--- src/rtl/uart_tx_serializer.sv ---
// -----------------------------------------------------------------------------
// uart_tx_serializer
//
// Transmit path behind the UART data register. Bytes written by the CPU are
// queued in a small FIFO and shifted out on txd as 8N1 frames (start bit,
// 8 data bits LSB first, stop bit). Each bit lasts CLK_DIV clock cycles.
// When a stop bit ends with another byte queued, the next start bit follows
// immediately, so there is no idle gap between frames.
//
// Parameters
//   CLK_DIV     clock cycles per serial bit (>= 2)
//   FIFO_DEPTH  queued bytes (power of two, >= 2)
//
// Ports
//   clk        in   system clock, all state updates on posedge
//   reset      in   asynchronous active-high reset, clears all state
//   data_in    in   [7:0] byte to enqueue, sampled when wr_en=1
//   wr_en      in   enqueue strobe, one byte per posedge
//   status_rd  in   status register read, clears overflow
//   txd        out  serial line, idle high
//   tx_empty   out  FIFO empty
//   tx_full    out  FIFO holds FIFO_DEPTH bytes
//   tx_busy    out  frame in progress
//   overflow   out  sticky: a write arrived while full and not popped
// -----------------------------------------------------------------------------
module uart_tx_serializer #(
   parameter int CLK_DIV    = 16,
   parameter int FIFO_DEPTH = 4
) (
   input  logic       clk,
   input  logic       reset,
   input  logic [7:0] data_in,
   input  logic       wr_en,
   input  logic       status_rd,
   output logic       txd,
   output logic       tx_empty,
   output logic       tx_full,
   output logic       tx_busy,
   output logic       overflow
);

   localparam int PW = $clog2(FIFO_DEPTH);
   localparam int CW = PW + 1;
   localparam int BW = $clog2(CLK_DIV);
   localparam logic [CW-1:0] DEPTH_C = CW'(FIFO_DEPTH);
   localparam logic [BW-1:0] BCNT_MAX = BW'(CLK_DIV - 1);

   typedef enum logic [1:0] {IDLE, START, DATA, STOP} state_t;

   state_t        state_reg;
   logic [7:0]    mem [FIFO_DEPTH];
   logic [PW-1:0] wr_ptr_reg;
   logic [PW-1:0] rd_ptr_reg;
   logic [CW-1:0] count_reg;
   logic [CW-1:0] count_next;
   logic [BW-1:0] bcnt_reg;
   logic [2:0]    idx_reg;
   logic [7:0]    shift_reg;
   logic          txd_reg;
   logic          empty_reg;
   logic          full_reg;
   logic          busy_reg;
   logic          ovf_reg;

   logic          bit_end;
   logic          pop;
   logic          push;
   logic          ovf_set;

   // A pop happens either from IDLE or on the last cycle of a stop bit, so a
   // write that lands on a full FIFO on that same edge still finds room.
   always_comb begin
      bit_end    = (bcnt_reg == BCNT_MAX);
      pop        = (count_reg != '0) &&
                   ((state_reg == IDLE) || ((state_reg == STOP) && bit_end));
      push       = wr_en && ((count_reg != DEPTH_C) || pop);
      ovf_set    = wr_en && !push;
      count_next = count_reg;
      if (push && !pop) begin
         count_next = count_reg + 1'b1;
      end else if (pop && !push) begin
         count_next = count_reg - 1'b1;
      end
   end

   // Queue storage carries no reset: stale contents are never read because
   // count gates every pop.
   always_ff @(posedge clk) begin
      if (push) begin
         mem[wr_ptr_reg] <= data_in;
      end
   end

   always_ff @(posedge clk or posedge reset) begin
      if (reset) begin
         state_reg  <= IDLE;
         wr_ptr_reg <= '0;
         rd_ptr_reg <= '0;
         count_reg  <= '0;
         bcnt_reg   <= '0;
         idx_reg    <= '0;
         shift_reg  <= '0;
         txd_reg    <= 1'b1;
         empty_reg  <= 1'b1;
         full_reg   <= 1'b0;
         busy_reg   <= 1'b0;
         ovf_reg    <= 1'b0;
      end else begin
         count_reg <= count_next;
         empty_reg <= (count_next == '0);
         full_reg  <= (count_next == DEPTH_C);
         if (push) begin
            wr_ptr_reg <= wr_ptr_reg + 1'b1;
         end
         if (pop) begin
            rd_ptr_reg <= rd_ptr_reg + 1'b1;
         end
         // Set wins over the clear when both happen on one edge.
         if (ovf_set) begin
            ovf_reg <= 1'b1;
         end else if (status_rd) begin
            ovf_reg <= 1'b0;
         end

         case (state_reg)
            IDLE: begin
               if (pop) begin
                  shift_reg <= mem[rd_ptr_reg];
                  txd_reg   <= 1'b0;
                  bcnt_reg  <= '0;
                  busy_reg  <= 1'b1;
                  state_reg <= START;
               end
            end
            START: begin
               if (bit_end) begin
                  txd_reg   <= shift_reg[0];
                  idx_reg   <= '0;
                  bcnt_reg  <= '0;
                  state_reg <= DATA;
               end else begin
                  bcnt_reg <= bcnt_reg + 1'b1;
               end
            end
            DATA: begin
               if (bit_end) begin
                  bcnt_reg <= '0;
                  if (idx_reg == 3'd7) begin
                     txd_reg   <= 1'b1;
                     state_reg <= STOP;
                  end else begin
                     shift_reg <= shift_reg >> 1;
                     txd_reg   <= shift_reg[1];
                     idx_reg   <= idx_reg + 3'd1;
                  end
               end else begin
                  bcnt_reg <= bcnt_reg + 1'b1;
               end
            end
            STOP: begin
               if (bit_end) begin
                  bcnt_reg <= '0;
                  if (pop) begin
                     shift_reg <= mem[rd_ptr_reg];
                     txd_reg   <= 1'b0;
                     state_reg <= START;
                  end else begin
                     busy_reg  <= 1'b0;
                     state_reg <= IDLE;
                  end
               end else begin
                  bcnt_reg <= bcnt_reg + 1'b1;
               end
            end
            default: begin
               state_reg <= IDLE;
            end
         endcase
      end
   end

   assign txd      = txd_reg;
   assign tx_empty = empty_reg;
   assign tx_full  = full_reg;
   assign tx_busy  = busy_reg;
   assign overflow = ovf_reg;

endmodule

--- config.mk ---
export PLATFORM = sky130hd
export DESIGN_NAME = uart_tx_serializer
export DESIGN_NICKNAME = d
export VERILOG_FILES = /design/src/rtl/uart_tx_serializer.sv
export SDC_FILE = /design/constraint.sdc
export NUM_CORES = 1
export LEC_CHECK = 0
export BUFFER_PORTS_ARGS = -buffer_cell sky130_fd_sc_hd__buf_2
export CAP_MARGIN = 40
export CORE_UTILIZATION = 55
export CTS_BUF_LIST = sky130_fd_sc_hd__clkbuf_8
export CTS_CLUSTER_SIZE = 40
export DETAILED_ROUTE_END_ITERATION = 8
export GPL_ROUTABILITY_DRIVEN = 0
export GPL_TIMING_DRIVEN = 0
export MAX_ROUTING_LAYER = met4
export PLACE_DENSITY = 0.73
export SYNTH_ARGS = -nofsm -noshare
export SYNTH_HDL_FRONTEND = slang
export SYNTH_SLANG_ARGS = --single-unit
--- constraint.sdc ---
create_clock -name clk -period 2.65 [get_ports clk]
set_input_delay 0.1325 -clock clk [delete_from_list [all_inputs] [get_ports clk]]
set_output_delay 0.1325 -clock clk [all_outputs]
set_load 0.05 [all_outputs]
==> results of run 1 <==
==> path summary, 6_finish.rpt <==
kind / cells after the start / from / to / slack (ns)
setup / recovery: 4 / bcnt_reg[0] / mem[2][7] / 0.29
hold / removal: 1 / data_in[4] / mem[3][4] / 0.01
setup reg to reg: 4 / bcnt_reg[0] / mem[2][7] / 0.29
hold reg to reg: 1 / shift_reg[5] / shift_reg[5] / 0.50
max in group asynchronous: 4 / reset / txd / 1.62
min in group asynchronous: 3 / reset / tx_busy / 0.44
==> metrics by stage <==
step	instances	total power, mW	instance area, um^2
3_5_place_dp	301	3.04	3140
5_1_grt	320	4.08	3360
4_1_cts	320	3.84	3360
6_report	320	3.81	3360
2_1_floorplan	214	2.70	2950
3_3_place_gp	300	2.99	3120
==> critical path: stages (launching register included) <==
cell     delay (ns)
dfrtp_1        0.40
ha_1           0.33
a41oi_1        0.27
a31oi_1        0.53
and2_1         0.47
==> synth_stat cells, types with 2 or more instances <==
library cell,count
o21ai_0,11
o31ai_1,4
and2_1,5
ha_1,16
clkbuf_1,4
a22o_1,6
a21oi_1,4
mux2_2,15
inv_1,13
a211oi_1,2
dfstp_2,2
and3_1,2
mux4_2,8
mux2_1,3
xnor2_1,4
dfrtp_1,27
buf_6,2
edfxtp_1,32
nand4_1,2
nand3_1,3
buf_2,4
nor2b_1,3
nand2b_1,4
nor2_1,10
a22oi_1,2
nand2_1,8
==> cells in the final DEF (no fill, tap or decap), drive strengths merged, types with 3 or more instances in the layout <==
master       instances
o21ai               11
nand2b               4
and2                 5
nor2b                3
mux4                 8
edfxtp              32
a22o                 6
nand2                8
nor2                10
xnor2                4
o31ai                4
and3                 3
nand3                3
a21oi                4
inv                 13
mux2                18
clkinv               4
buf                 23
clkbuf              13
ha                  16
dlygate4sd3          3
dfrtp               27
==> logic make-up (layout without fill, tap and decap cells) <==
family                     Yosys count  after routing  share of synthesized area
and+or+nand+nor                     41             41                     0.0717
xor gates and xnor gates             5              5                     0.0148
buffers and inverters               23             59                     0.0361
muxes                               26             26                      0.130
DFF                                 61             61                      0.573
AOI/OAI and AO/OA                   42             42                      0.107
adders and majority gates           16             16                     0.0679
==> where the power goes <==
part           switching, mW  total [mW]  internal (mW)
Combinational          0.830        1.57          0.741
Sequential             0.147        1.45           1.30
Clock                  0.366       0.792          0.427
Total                   1.34        3.81           2.47
==> layer usage <==
metal  track usage  vias to the layer above
met5             -                        -
met3        0.0602                        8
li1              -                      874
met2         0.297                       30
met4        0.0864                        0
met1         0.281                      876
==> area by class of cell <==
cell class	instances	area, um^2
fillers	417	1780
multi-input cells	130	1150
clock buffers	9	124
repair buffers	20	138
clock inverters	7	66.3
well taps	70	87.6
inverters	13	48.8
flip-flops and latches	61	1690
plain buffers	10	57.6
==> results.py, run 1 <==
metrics = {
    "timing": {
        "clock.fmax_mhz": 423,
        "setup_violations": 0,
        "layout_setup_ws_ns": 0.287,
        "hold_viol_final": 0,
        "worst_slew_pin_slew_ns": 0.672,
        "rsz0062_at_grt": "false",
        "holdWs_ns": 0.00981,
        "slew_violations": 0,
        "period_minus_slack_ns": 2.36,
        "relSlewSlack": 0.551,
        "period_share": 0.892,
        "tns_ns": 0,
        "finClkSkew_ns": 0.00664,
    },
    "placement": {
        "io_buffer_count": 16,
        "hpwlAfterDp_um": 3420,
        "place_ws_ns": 0.306,
    },
    "clock_tree": {
        "cts_made_buffers": 9,
        "path_clk_slew_ns": 0.07,
        "clk_path_buf_depth": 2,
        "cts-root-buf": "clkbuf_8",
        "cts_tree": "done",
        "postCtsSetupBuffers": 0,
        "clkLatencyLatePin_ns": 0.34,
        "cts_sinks": 61,
        "cts_resized": 0,
        "htreeDepth": 3,
        "cts_hold_repair.buffers": 3,
    },
    "synth": {
        "ys_types": 44,
        "syn_avg_cell_area_um2": 13.8,
        "synth_area_leaders": "edfxtp_1 33%, dfrtp_1 23%, ha_1 6.8%",
        "seq_area_frac_synth": 0.573,
        "synth_cells": 214,
        "netlist.area_leader.share": 0.326,
        "ys_ff_latch": 61,
        "yosys.area.top_type": "edfxtp_1",
        "synth_nets": 242,
        "synth_edf_count": 32,
        "synth_warnings": 0,
        "netlist_area_um2": 2950,
        "async_flop_share": 0.475,
        "synth_flop_cell": "edfxtp_1",
    },
    "route": {
        "wire_per_inst_um": 15.2,
        "antenna_left": 0,
        "wl_met2_um": 2280,
        "wl_met3_um": 187,
        "vias": 1788,
        "dr.pass1.iters": 4,
        "highest_layer": "met4",
        "via_per_inst": 5.59,
        "drt-met1-wl_um": 2300,
        "wl_um": 4860,
        "drc": 0,
        "first_iter_violations": 90,
    },
    "global_routing": {
        "grt_pass1_vias": 1692,
        "grt_max_degree": 16,
        "grt_pass1_wl_um": 8020,
        "track_usage": 0.208,
        "antenna_found_initial": 0,
        "grt_overflow": 0,
    },
    "power": {
        "power_density_nw_per_um2": 1130,
        "p_leak_nw": 1.36,
        "ir_drop_v": 0.000679,
    },
    "finish": {
        "final_core_util": 0.655,
        "num-nets-final": 273,
        "drive_gt1_frac": 0.272,
        "largest_reg_flops": 32,
        "synthToLayoutAreaGrowth_pct": 14.1,
        "antennaDiodeCount": 0,
    },
    "floorplan": {
        "num_rows": 26,
        "core_area_um2": 5140,
        "fp.dieH_um": 75.2,
        "initial_utilization": 0.574,
        "io_pins": 17,
        "die_x_um": 75.2,
        "die_area_um2": 5660,
    },
    "outcome": {
        "status": "complete, no violations",
    },
    "job": {
        "maxCapViolations": 0,
    },
    "setup_path": {
        "critical_path_class": "register to register",
        "arrival_ns": 2.35,
        "endpoint_kind": "register",
        "start_kind": "register",
        "path_max_fanout": 8,
        "crit_required_ns": 2.64,
    },
    "hold_path": {
        "hold_path_class": "input port to register",
    },
}
Note: power is estimated with default switching activity, not from simulation.
==> inputs of run 2 (changes only) <==
- ABC_AREA: not set -> 1
- CELL_PAD_IN_SITES_DETAIL_PLACEMENT: not set -> 0
- CELL_PAD_IN_SITES_GLOBAL_PLACEMENT: not set -> 2
- CORE_UTILIZATION: 55 -> 41
- PLACE_DENSITY: 0.73 -> not set
- PLACE_DENSITY_LB_ADDON: not set -> 0.1
==> results.py, run 2 <==
metrics = {
    "floorplan": {
        "io_pins": 17,
        "die_area_um2": 7380,
        "initial_utilization": 0.425,
        "die_x_um": 85.9,
        "num_rows": 30,
        "fp.dieH_um": 85.9,
        "core_area_um2": 6790,
    },
    "synth": {
        "synth_edf_count": 32,
        "syn_avg_cell_area_um2": 10.6,
        "synthXorXnorAreaFrac": 0.0212,
        "synth_top_family_by_area": "simple AND/OR/NAND/NOR gates",
        "ys_ff_latch": 61,
        "synth_flop_cell": "edfxtp_1",
        "ys_types": 35,
        "synth_nets": 301,
        "synth_cells": 273,
        "yosys.area.top_type": "edfxtp_1",
        "synthMuxAreaShare": 0,
        "netlist.area_leader.share": 0.333,
        "yosysMostFrequentCell": "nand2_1",
        "synth-compound-area-share": 0.101,
        "seq_area_frac_synth": 0.585,
        "netlist_area_um2": 2890,
        "async_flop_share": 0.475,
        "synth-simple-area-share": 0.159,
        "synth_area_leaders": "edfxtp_1 33%, dfrtp_1 23%, ha_1 6.9%",
        "synth_warnings": 0,
        "synthTopCellsByCount": "45 x nand2_1, 32 x edfxtp_1, 32 x inv_1",
        "synthAdderAreaFrac": 0.0694,
    },
    "global_routing": {
        "grt_overflow": 0,
        "antenna_found_initial": 0,
        "grt_pass1_wl_um": 9480,
        "grt_pass1_vias": 1944,
        "track_usage": 0.178,
        "grt_max_degree": 20,
    },
    "clock_tree": {
        "cts_sinks": 61,
        "clkLatencyLatePin_ns": 0.34,
        "postCtsSetupBuffers": 0,
        "clk_path_buf_depth": 2,
        "cts_made_buffers": 9,
        "cts-root-buf": "clkbuf_8",
        "htreeDepth": 3,
        "path_clk_slew_ns": 0.08,
        "cts_tree": "done",
    },
    "placement": {
        "place_inst": 386,
        "io_buffer_count": 16,
        "hpwlAfterDp_um": 3730,
        "place_ws_ns": -0.0296,
    },
    "setup_path": {
        "start_kind": "register",
        "rr_endpoint": "mem[3][7]",
        "critPathLaunch": "state_reg[1]",
        "regToRegSetupSlack_ns": 0.20,
        "crit_required_ns": 2.63,
        "path_max_fanout": 9,
        "reg2reg_depth": 8,
        "worstReg2RegStart": "state_reg[1]",
        "critical_path_class": "register to register",
        "arrival_ns": 2.43,
        "endpoint_kind": "register",
    },
    "finish": {
        "final_cells": 408,
        "largest_reg_flops": 32,
        "n_fill_cell": 650,
        "synthToLayoutAreaGrowth_pct": 17.0,
        "final_cell_mix": "45 x nand2_1, 32 x inv_1, 32 x edfxtp_1, 27 x dfrtp_1, 22 x o21ai_0",
        "final_common_cell": "nand2_1",
        "final_core_util": 0.497,
        "num-nets-final": 335,
        "antennaDiodeCount": 0,
        "drive_gt1_frac": 0.196,
    },
    "hold_path": {
        "min_from": "data_in[5]",
        "hold_path_end": "mem[1][5]",
        "hold_path_class": "input port to register",
        "hold_path_depth": 1,
    },
    "timing": {
        "hold_viol_final": 0,
        "period_minus_slack_ns": 2.45,
        "clock.fmax_mhz": 408,
        "rsz0062_at_grt": "true",
        "period_share": 0.924,
        "holdWs_ns": 0.00863,
        "slew_violations": 0,
        "relSlewSlack": 0.481,
        "setup_violations": 0,
        "finClkSkew_ns": 0.00870,
        "layout_setup_ws_ns": 0.200,
        "worst_slew_pin_slew_ns": 0.778,
    },
    "outcome": {
        "status": "complete, no violations",
    },
    "route": {
        "antenna_left": 0,
        "first_iter_violations": 100,
        "drc": 0,
        "via_per_inst": 4.71,
        "vias": 1920,
        "wl_um": 5430,
        "wire_per_inst_um": 13.3,
        "dr.pass1.iters": 4,
    },
    "power": {
        "power_mw": 3.89,
        "ir_drop_v": 0.000558,
        "power_density_nw_per_um2": 1150,
        "p_leak_nw": 1.47,
    },
    "job": {
        "maxCapViolations": 0,
    },
}
## run 2: cell count changes in the layout (fill, tap and decap cells not counted), moves of 11 or more
cell and change:
nand2_1 +37, o21ai_0 +11, mux2_2 -15, inv_1 +19, nand3_1 +12
## run 2: through the flow
stage | area, um^2 | TNS (ns)
floorplan | 2890 | 0
global placement | 3090 | -0.653
detailed placement | 3100 | -0.277
CTS | 3380 | 0
global route | 3380 | -0.292
finish | 3380 | 0
## run 2: repair_timing
item,CTS,global route
hold endpoints to repair,33,0
hold buffers,6,0
setup endpoints to repair,16,18
gates resized for setup,4,0
## run 2: cells by family (layout without fill, tap and decap cells)
| family | after synthesis | count (layout) |
|---|---|---|
| AND/OR/NAND/NOR | 95 | 95 |
| flip-flops | 61 | 61 |
| AO/OA/AOI/OAI | 49 | 49 |
| buffers and inverters | 45 | 84 |
| adder cells (fa/ha/maj) | 16 | 16 |
| XOR/XNOR | 7 | 7 |
## run 2: worst max path at each step
stage / endpoint / slack (ns)
floorplan: mem[0][0] / 0.56
global placement: mem[3][5] / -0.06
detailed placement: mem[0][4] / -0.03
CTS: mem[0][7] / 0.14
global route: mem[0][7] / -0.02
finish: mem[3][7] / 0.20
## run 2: metal layers
| layer | up-vias | track usage | part of all wire |
|---|---|---|---|
| met3 | 11 | 0.0346 | 0.028 |
| met4 | 0 | 0.0773 | 0.020 |
| met1 | 893 | 0.244 | 0.51 |
| met2 | 24 | 0.256 | 0.44 |
| met5 | - | - | 0 |
| li1 | 992 | - | - |
## run 2: layout make-up
| class | count | area (um^2) | area share |
|---|---|---|---|
| repair buffers | 23 | 155 | 0.0459 |
| clock buffers | 9 | 124 | 0.0367 |
| inverters | 38 | 148 | 0.0437 |
| well taps | 96 | 120 | 0.0356 |
| plain buffers | 7 | 38.8 | 0.0115 |
| multi-input cells | 167 | 1020 | 0.302 |
| clock inverters | 7 | 81.3 | 0.0241 |
| flip-flops and latches | 61 | 1690 | 0.500 |
## run 2: report_power, final
group	internal (mW)	leakage (nW)	switching [mW]
sequential	1.29	0.651	0.110
clock	0.447	0.101	0.413
combinational	0.537	0.718	1.09
total	2.28	1.47	1.62
## run 2: critical path, stage by stage (launching register included)
cell	delay (ns)
dfrtp_1	0.40
inv_1	0.16
ha_1	0.27
inv_2	0.09
nand2_1	0.16
nand3_4	0.17
nand3_1	0.14
nand2_1	0.22
nor2_2	0.47
==> inputs of run 3 (changes only) <==
--- a/config.mk
+++ b/config.mk
@@ -6,11 +6,10 @@
 export NUM_CORES = 1
 export LEC_CHECK = 0
-export ABC_AREA = 1
 export BUFFER_PORTS_ARGS = -buffer_cell sky130_fd_sc_hd__buf_2
 export CAP_MARGIN = 40
 export CELL_PAD_IN_SITES_DETAIL_PLACEMENT = 0
 export CELL_PAD_IN_SITES_GLOBAL_PLACEMENT = 2
-export CORE_UTILIZATION = 41
-export CTS_BUF_LIST = sky130_fd_sc_hd__clkbuf_8
+export CORE_UTILIZATION = 43
+export CTS_BUF_LIST = sky130_fd_sc_hd__clkbuf_16
 export CTS_CLUSTER_SIZE = 40
 export DETAILED_ROUTE_END_ITERATION = 8
==> constraint.sdc (replaced) <==
create_clock -name clk -period 2.65 [get_ports clk]
set_input_delay 0.1325 -clock clk [delete_from_list [all_inputs] [get_ports clk]]
set_output_delay 0.1325 -clock clk [all_outputs]
set_load 0.02 [all_outputs]
==> results.py, run 3 (synthesis results as in run 1) <==
metrics = {
    "setup_path": {
        "crit_required_ns": 2.62,
        "start_kind": "register",
        "arrival_ns": 2.35,
        "endpoint_kind": "register",
        "regToRegSetupSlack_ns": 0.28,
        "rr_endpoint": "mem[3][2]",
        "worstReg2RegStart": "bcnt_reg[0]",
        "reg2reg_depth": 4,
        "path_max_fanout": 8,
        "critical_path_class": "register to register",
    },
    "clock_tree": {
        "cts_made_buffers": 9,
        "path_clk_slew_ns": 0.06,
        "cts-root-buf": "clkbuf_16",
        "clkLatencyLatePin_ns": 0.32,
        "htreeDepth": 3,
        "cts_tree": "done",
        "cts_sinks": 61,
        "clk_path_buf_depth": 2,
    },
    "timing": {
        "hold_viol_final": 0,
        "period_minus_slack_ns": 2.37,
        "setup_violations": 0,
        "tns_ns": 0,
        "clock.fmax_mhz": 421,
        "holdWs_ns": 0.0218,
        "period_share": 0.896,
        "slew_violations": 0,
        "rsz0062_at_grt": "false",
        "finClkSkew_ns": 0.00541,
        "worst_slew_pin_slew_ns": 0.656,
        "relSlewSlack": 0.562,
    },
    "power": {
        "power_density_nw_per_um2": 1190,
        "power_mw": 4.12,
        "ir_drop_v": 0.000549,
        "p_leak_nw": 1.40,
    },
    "route": {
        "via_per_inst": 5.56,
        "drc": 0,
        "wl_um": 5400,
        "vias": 1811,
        "wire_per_inst_um": 16.5,
        "dr.pass1.iters": 4,
        "antenna_left": 0,
        "first_iter_violations": 49,
    },
    "hold_path": {
        "hold_path_depth": 1,
        "hold_path_class": "input port to register",
        "hold_path_end": "mem[3][2]",
        "min_from": "data_in[2]",
    },
    "finish": {
        "num-nets-final": 272,
        "antennaDiodeCount": 0,
        "synthToLayoutAreaGrowth_pct": 17.4,
        "n_fill_cell": 549,
        "final_cell_mix": "32 x edfxtp_1, 27 x dfrtp_1, 20 x buf_2, 16 x ha_1, 15 x mux2_2",
        "final_common_cell": "edfxtp_1",
        "drive_gt1_frac": 0.281,
        "largest_reg_flops": 32,
    },
    "outcome": {
        "status": "complete, no violations",
    },
    "placement": {
        "hpwlAfterDp_um": 3930,
        "io_buffer_count": 16,
    },
    "floorplan": {
        "die_area_um2": 7190,
        "num_rows": 29,
        "fp.dieH_um": 84.8,
        "die_x_um": 84.8,
        "core_area_um2": 6490,
        "initial_utilization": 0.454,
        "io_pins": 17,
    },
    "global_routing": {
        "grt_overflow": 0,
        "grt_max_degree": 17,
        "track_usage": 0.180,
        "grt_pass1_vias": 1866,
        "grt_pass1_wl_um": 9480,
        "antenna_found_initial": 0,
    },
    "job": {
        "maxCapViolations": 0,
    },
}
-- run 3: changes by cell type in the layout (fill, tap and decap cells not counted), sizes merged, moves of 5 or more --
| cell | change |
|---|---|
| o221ai | -5 |
| nor2 | -13 |
| and2 | +5 |
| nand3 | -15 |
| a22o | +6 |
| nand2 | -42 |
| mux4 | +8 |
| mux2 | +18 |
| o21ai | -17 |
| inv | -21 |
| xor2 | -5 |
-- run 3: report_power, final --
| group | internal (mW) | leakage, nW | switching [mW] |
|---|---|---|---|
| Sequential | 1.30 | 0.645 | 0.149 |
| Combinational | 0.743 | 0.619 | 0.828 |
| Clock | 0.653 | 0.139 | 0.450 |
-- run 3: area by class of cell --
class                   instances  area, um^2  share of cell area
clock inverters                 7        62.6              0.0181
plain buffers                  10        57.6              0.0166
clock buffers                   9         225              0.0651
inverters                      13        48.8              0.0141
well taps                      77        96.3              0.0278
flip-flops and latches         61        1690               0.488
repair buffers                 19         128              0.0369
multi-input cells             130        1150               0.333
-- run 3: timing repair --
item / 4_1_cts / 5_1_grt
setup buffers: 0 / 0
hold endpoints to repair: 13 / 0
resized for setup: 0 / 0
hold buffers: 2 / 0
-- run 3: worst max-delay path by stage --
stage	start	to	slack, ns
floorplan	state_reg[0]	shift_reg[0]	0.66
finish	bcnt_reg[0]	mem[3][2]	0.28
global route	bcnt_reg[0]	mem[3][7]	0.05
detailed placement	bcnt_reg[0]	mem[3][3]	0.28
global placement	bcnt_reg[0]	mem[3][2]	0.34
CTS	bcnt_reg[0]	mem[3][7]	0.26
-- run 3: metrics by stage --
| step | setup slack [ns] | cell area, um^2 | util | instances |
|---|---|---|---|---|
| after floorplan | 0.656 | 2950 | - | 214 |
| after global routing | 0.0542 | 3460 | 0.533 | 326 |
| after CTS | 0.262 | 3460 | 0.533 | 326 |
| final | 0.275 | 3460 | 0.533 | 326 |
| after global placement | 0.336 | 3130 | 0.481 | 307 |
| after detailed placement | 0.278 | 3150 | 0.485 | 308 |
-- run 3: layer usage --
layer / up-vias / wire length, um / track usage
li1: 870 / - / -
met1: 902 / 2580 / 0.231
met2: 33 / 2590 / 0.278
met3: 6 / 168 / 0.0438
met4: 0 / 57 / 0.0724
met5: - / 0 / -
-- run 3: worst max-delay path, stage by stage (launching register included) --
cell and delay (ns):
dfrtp_1 0.40, ha_1 0.33, a41oi_1 0.28, a31oi_1 0.54
and2_1 0.48
